File: config.mk
export PLATFORM = sky130hd
export DESIGN_NAME = id_ex_stage
export DESIGN_NICKNAME = d
export VERILOG_FILES = /design/src/rtl/id_ex_stage.sv
export SDC_FILE = /design/constraint.sdc
export NUM_CORES = 1
export LEC_CHECK = 0
export ABC_CLOCK_PERIOD_IN_PS = 2350
export BUFFER_PORTS_ARGS = -buffer_cell sky130_fd_sc_hd__buf_2
export CORE_AREA = 2 2 159 161
export CTS_CLUSTER_DIAMETER = 100
export DETAILED_ROUTE_END_ITERATION = 10
export DIE_AREA = 0 0 161 163
export GPL_TIMING_DRIVEN = 0
export SLEW_MARGIN = 15
export SYNTH_ARGS = -nofsm -noshare
export SYNTH_HDL_FRONTEND = slang
export SYNTH_SLANG_ARGS = --single-unit
File: constraint.sdc
create_clock -name clk -period 2.35 [get_ports clk]
set_input_delay 0.1175 -clock clk [delete_from_list [all_inputs] [get_ports clk]]
set_output_delay 0.1175 -clock clk [all_outputs]
set_load 0.01 [all_outputs]
File: src/rtl/id_ex_stage.sv
// ID/EX pipeline register with write-back bypass into the captured operands,
// and load-use hazard detection that stalls F/D and inserts a bubble into EX.
module id_ex_stage #(
  parameter int         XLEN     = 32,
  parameter int         AW       = 5,
  parameter logic [1:0] LOAD_SRC = 2'b01
) (
  input  logic            clk,
  input  logic            rst,
  input  logic [XLEN-1:0] rd1_d,
  input  logic [XLEN-1:0] rd2_d,
  input  logic [AW-1:0]   rs1_d,
  input  logic [AW-1:0]   rs2_d,
  input  logic [AW-1:0]   rd_d,
  input  logic [XLEN-1:0] imm_d,
  input  logic [XLEN-1:0] pc_d,
  input  logic [XLEN-1:0] pc4_d,
  input  logic            reg_write_d,
  input  logic [1:0]      result_src_d,
  input  logic            mem_write_d,
  input  logic            jump_d,
  input  logic            branch_d,
  input  logic [2:0]      alu_ctrl_d,
  input  logic            alu_src_d,
  input  logic            reg_write_w,
  input  logic [AW-1:0]   rd_w,
  input  logic [XLEN-1:0] result_w,
  input  logic            flush_e,
  output logic [XLEN-1:0] rd1_e,
  output logic [XLEN-1:0] rd2_e,
  output logic [AW-1:0]   rs1_e,
  output logic [AW-1:0]   rs2_e,
  output logic [AW-1:0]   rd_e,
  output logic [XLEN-1:0] imm_e,
  output logic [XLEN-1:0] pc_e,
  output logic [XLEN-1:0] pc4_e,
  output logic            reg_write_e,
  output logic [1:0]      result_src_e,
  output logic            mem_write_e,
  output logic            jump_e,
  output logic            branch_e,
  output logic [2:0]      alu_ctrl_e,
  output logic            alu_src_e,
  output logic            stall_fd
);

  logic            lu_s;
  logic            bubble_s;
  logic [XLEN-1:0] byp1_s;
  logic [XLEN-1:0] byp2_s;

  // Load-use detection against the instruction currently in EX, plus stall.
  always_comb begin
    lu_s = 1'b0;
    if (reg_write_e && (result_src_e == LOAD_SRC) && (rd_e != {AW{1'b0}}) &&
        ((rd_e == rs1_d) || (rd_e == rs2_d))) begin
      lu_s = 1'b1;
    end else begin
      lu_s = 1'b0;
    end
    // A squashed D instruction never needs to be held.
    stall_fd = lu_s & ~flush_e;
    bubble_s = flush_e | lu_s;
  end

  // Same-cycle WB bypass; x0 is never forwarded.
  always_comb begin
    byp1_s = rd1_d;
    byp2_s = rd2_d;
    if (reg_write_w && (rd_w != {AW{1'b0}}) && (rd_w == rs1_d)) begin
      byp1_s = result_w;
    end else begin
      byp1_s = rd1_d;
    end
    if (reg_write_w && (rd_w != {AW{1'b0}}) && (rd_w == rs2_d)) begin
      byp2_s = result_w;
    end else begin
      byp2_s = rd2_d;
    end
  end

  // EX register: reset and bubble both load an all-zero NOP.
  always_ff @(posedge clk or negedge rst) begin
    if (!rst) begin
      rd1_e        <= {XLEN{1'b0}};
      rd2_e        <= {XLEN{1'b0}};
      rs1_e        <= {AW{1'b0}};
      rs2_e        <= {AW{1'b0}};
      rd_e         <= {AW{1'b0}};
      imm_e        <= {XLEN{1'b0}};
      pc_e         <= {XLEN{1'b0}};
      pc4_e        <= {XLEN{1'b0}};
      reg_write_e  <= 1'b0;
      result_src_e <= 2'b00;
      mem_write_e  <= 1'b0;
      jump_e       <= 1'b0;
      branch_e     <= 1'b0;
      alu_ctrl_e   <= 3'b000;
      alu_src_e    <= 1'b0;
    end else if (bubble_s) begin
      rd1_e        <= {XLEN{1'b0}};
      rd2_e        <= {XLEN{1'b0}};
      rs1_e        <= {AW{1'b0}};
      rs2_e        <= {AW{1'b0}};
      rd_e         <= {AW{1'b0}};
      imm_e        <= {XLEN{1'b0}};
      pc_e         <= {XLEN{1'b0}};
      pc4_e        <= {XLEN{1'b0}};
      reg_write_e  <= 1'b0;
      result_src_e <= 2'b00;
      mem_write_e  <= 1'b0;
      jump_e       <= 1'b0;
      branch_e     <= 1'b0;
      alu_ctrl_e   <= 3'b000;
      alu_src_e    <= 1'b0;
    end else begin
      rd1_e        <= byp1_s;
      rd2_e        <= byp2_s;
      rs1_e        <= rs1_d;
      rs2_e        <= rs2_d;
      rd_e         <= rd_d;
      imm_e        <= imm_d;
      pc_e         <= pc_d;
      pc4_e        <= pc4_d;
      reg_write_e  <= reg_write_d;
      result_src_e <= result_src_d;
      mem_write_e  <= mem_write_d;
      jump_e       <= jump_d;
      branch_e     <= branch_d;
      alu_ctrl_e   <= alu_ctrl_d;
      alu_src_e    <= alu_src_d;
    end
  end

endmodule

* Word level (Yosys, flattened, before mapping)
Index checks and enable logic that the tools add are counted.
** Storage, ports and cells
- Register bits :: 185
- Bits of input ports :: 226
- Output and inout port bits :: 186
- Logic and storage cells :: 50
** Operators by class
- Eq/ne operators :: 5
- Multiplexer cells :: 18
- Bitwise gates (word level) :: 3
- Reductions and logical operators :: 9
** Operators with widths (number)
- 2-to-1 mux 32 bit :: 7
- equality test 5 bit :: 4
- 2-to-1 mux 5 bit :: 3
- nonzero test 5 bit :: 2
- logical AND 1 bit :: 6
- 2-to-1 mux 1 bit :: 6
- 2-to-1 mux 3 bit :: 1
- equality test 2 x 1 -> 1 bit, second input constant :: 1
- 2-to-1 mux 2 bit :: 1
- bitwise AND 1 bit :: 1
- logical OR 1 bit :: 1
- NOT 1 bit :: 1
- OR 1 bit :: 1

* Longest topological paths before layout
- Depth in word-level cells :: 7
- Gate-level depth with buffers :: 6
- Gate-level depth less buffers :: 4

* Least setup slack after synthesis
No wires, ideal clock.
- Path type :: flip-flop to output port
- Start point :: register rd_e[4]
- End point :: output stall_fd
- Arrival :: 1718 ps
- Required time :: 2233 ps
- Slack :: 515 ps
- Stages on the path, launching flop included :: 7
- Path buffers :: 2
- Path through :: dfrtp_1 -> xnor2_1 -> nand3_1 -> o22ai_1 -> clkbuf_1 -> buf_2 -> and3b_1
** Between the ends
- Word-level cells in the longest chain between the ends :: 5
- Elaborated cells between the ends (all ways) :: 8
- Those cells by class :: eq/ne (2); mux (1); bitwise (1); reduce/logical (4)
** Ends and longest elaborated chain
- start: declaration :: line 33 : output logic [AW-1:0] rd_e,
- start signal: assignment :: line 89 : rd_e <= {AW{1'b0}};
- start signal: assignment :: line 105 : rd_e <= {AW{1'b0}};
- start signal: assignment :: line 121 : rd_e <= rd_d;
- equality test 5 bit or nonzero test 5 bit (tied branches) :: line 56, 55
- logical OR 1 bit or logical AND 1 bit (tied branches) :: line 56, 55
- logical AND 1 bit * :: line 55 : if (reg_write_e && (result_src_e == LOAD_SRC) && (rd_e != {AW{1'b0}}) &&
- 2-to-1 mux 1 bit * :: line 55
- bitwise AND 1 bit * :: line 62 : stall_fd = lu_s & ~flush_e;
- end: declaration :: line 44 : output logic stall_fd
Mark *: on every way between the ends. The rest lies on a longest branch, timed or not.

* Worst setup path in the final report
- Start point :: register rd_e[0]
- End point :: output stall_fd
The elaborated chain is that of the path after synthesis.

==> results.cfg <==
[layout]
final_cell_count_no_fill = 1758
area_growth_syn_to_layout_pct = 62.52
seqCellArea_um2 = 4629
nFillCells = 2151
fin_util_pct = 56.60
final_nets = 1640
postLayoutCellArea_um2 = 13970
multi_input_area_um2 = 3062
drive_above_1_share_pct = 37.98

[power_and_ir_drop]
p_leak_nw = 6.842
finalPower_mw = 7.965
p_per_area_nw_per_um2 = 570.3
peakVddDrop_mv = 0.3400

[synthesis]
synth_fa_ha_area_share_pct = 0
ys_seq_area_share_pct = 53.87
synth_area_per_cell_um2 = 11.28
synth_top_cells_by_area = dfrtp_1 54%, a211oi_1 11%, a221oi_2 10%
synth_simple_gate_area_share_pct = 5.708
synthesis.area_um2 = 8593
syn_nets = 988
yosysWarnings = 0
synth_top_family_by_area = compound AO/OA/AOI/OAI gates
synthCells = 762
synthMuxAreaShare_pct = 0
synth_compound_area_share_pct = 27.72
synth-xor-area-share_pct = 2.038
synth_top_area_cell = dfrtp_1
synth.distinct_cells = 24
synth-seq-cells = 185
yosys.area.top_type_share_pct = 53.87

[grt]
grtUsageMet1_pct = 30.37
grtUsageMet2_pct = 45.03
grt_pass1_wl_um = 51030
grt_pass1_vias = 9147
grt_max_degree = 107
gr-total-overflow = 0
track_usage_pct = 25.15
antenna_found_initial = 1
grt-busiest-layer = met2
grt_use_met3_pct = 5.500

[clock_tree]
cts.sinks = 185
clk_pin_slew_ns = 0.07
clockBufferDepth = 2
cts_buffers = 17
cts_root_buf = clkbuf_16
clk_latency_ns = 0.43
cts_htree_levels = 4
cts_tree = built

[placed_design]
hpwl_um = 23560
gp_congestion = 0.8606
io_buffers = 410
place_area_um2 = 11100
dpl_worst_slack_ns = -0.5163
dp.cells = 1503

[critical_path]
startpoint_type = register
crit_start = rd_e[0]$_DFF_PN0_
cp-end-kind = output port
arrival_ns = 2.14
crit_chain = xnor2_1 -> nand3_1 -> o22ai_4 -> buf_8 -> and3b_1 -> buf_2
cp_num_buf_inv = 2
critical-path-top-delay-family = flip-flops
cpPeakStageDelay_ns = 0.45
setup.worst_path.class = register to output port
worstPathRequired_ns = 2.23
cp_max_fo = 19
slowest_stage = dfrtp_1
r2r_start = rd_e[0]$_DFF_PN0_

[sta]
finalMaxSlewViolations = 0
worst_slack_ns = 0.09481
slew-limit-headroom_pct = 29.46
post-route-period-util_pct = 95.97
rsz0062_at_grt = yes
setup_violations = 0
hold_viol_final = 0
hold_ws_ns = 0.01413
setup_tns_ns = 0
fin_skew_ns = 0.01460
worst_slew_pin_slew_ns = 1.054
max_freq_mhz = 443.4
layout_min_cycle_time_ns = 2.255

[floorplan]
die_w_um = 161
ios = 412
die_h_um = 163
dieArea_um2 = 26240
rows = 58
core_area_um2 = 24670
start_util_pct = 34.83

[hold_path]
hp-class = primary input to register
hp-start = result_w[26]

[routing]
viasPerCell = 5.081
ant_nets = 0
first_iter_violations = 612
firstDrtPassIters = 5
drt_wl_total_um = 33980
remaining_drc_errors = 0
wl_per_cell_um = 19.33
routed-via-count = 8932

[status]
status = finished, final reports clean

[flow_run]
max_cap_viol_count = 0
[synthesized netlist by cell type]
cell,count
buf_2,27
nand4_1,64
nor2_1,1
a211oi_2,1
dfrtp_1,185
a211oi_1,121
buf_6,6
o31ai_1,64
clkbuf_1,64
o22ai_1,1
o41ai_4,1
and3b_1,1
and3_1,2
xnor2_1,20
and2_1,2
nand2_1,5
a221oi_1,4
o41a_1,1
nand3_1,4
or2_4,1
inv_1,121
buf_1,5
nor3_1,1
a221oi_2,60
[layer usage]
metal	wire (um)	share of wire, %
met1	13890	41
met4	789	2.3
met5	16	0.047
met2	17290	51
met3	1999	5.9
[flip-flops by register name, indices dropped and copies added (netlist names)]
| register | flops |
|---|---|
| branch_e | 1 |
| jump_e | 1 |
| mem_write_e | 1 |
| pc4_e | 32 |
| rd2_e | 32 |
| alu_ctrl_e | 3 |
| rs1_e | 5 |
| rd1_e | 32 |
| imm_e | 32 |
| result_src_e | 2 |
| rs2_e | 5 |
| alu_src_e | 1 |
| reg_write_e | 1 |
| pc_e | 32 |
| rd_e | 5 |
[what timing repair did]
action / 4_1_cts / 5_1_grt
hold buffers: 221 / 2
setup buffers: 2 / 0
gates resized for setup: 7 / 1
pin swaps: 1 / 1
endpoints found under the setup margin: 145 / 40
endpoints found under the hold margin: 264 / 2
[cell usage in the layout (no fill, tap or decap), drive strengths merged]
master       Yosys  layout
o22ai            1       1
nand4           64      64
nand2            5       5
and3             2       2
clkbuf          64      80
a211oi         122     122
diode            0       1
nor2             1       1
clkinvlp         0       1
nand3            4       4
o41a             1       1
buf             38     450
nor3             1       1
a221oi          64      64
and2             2       2
o31ai           64      64
dfrtp          185     185
o41ai            1       1
or2              1       1
clkinv           0       4
and3b            1       1
inv            121     130
dlygate4sd3      0     223
xnor2           20      20
[worst register-to-register path, delay by kind of cell, from the launching register on]
family | cells | cell delay (ns)
flip-flops | 1 | 0.45
AND/OR/NAND/NOR | 1 | 0.28
AO/OA/AOI/OAI | 2 | 0.43
buffers and inverters | 3 | 1.03
[cell families (layout without fill, tap and decap cells)]
group | count (synthesis) | count (layout)
and+or+nand+nor | 81 | 81
buffers and inverters | 223 | 888
xor gates and xnor gates | 20 | 20
DFF | 185 | 185
other | 0 | 1
AOI/OAI and AO/OA | 253 | 253
[report_power, final]
part	total (mW)	switching, mW	internal, mW
registers	3.40	0.0550	3.35
clock network	2.93	1.45	1.48
logic	1.63	0.902	0.729
total	7.96	2.41	5.56
[cell type report]
class                           count  area share [%]
Clock buffer                       18           3.145
Clock inverter                     14           1.192
Buffer                             99           3.315
Timing Repair Buffer              636           31.05
Tap cell                          330           2.956
Sequential cell                   185           33.15
Antenna cell                        1         0.01792
Inverter                          121           3.252
Multi-Input combinational cell    354           21.92
[path summary, 6_finish.rpt]
| path | endpoint | slack [ns] | cells after the start |
|---|---|---|---|
| setup reg to reg | rd1_e[27]$_DFF_PN0_ | 0.10 | 6 |
| hold / removal | rd2_e[26]$_DFF_PN0_ | 0.01 | 3 |
| hold reg to reg | rd2_e[2]$_DFF_PN0_ | 1.07 | 4 |
| min in group asynchronous | rd1_e[28]$_DFF_PN0_ | 0.20 | 2 |
| setup / recovery | stall_fd | 0.09 | 6 |
| max in group asynchronous | rs2_e[1]$_DFF_PN0_ | 1.19 | 3 |
Power figures use the tool's default switching activity.
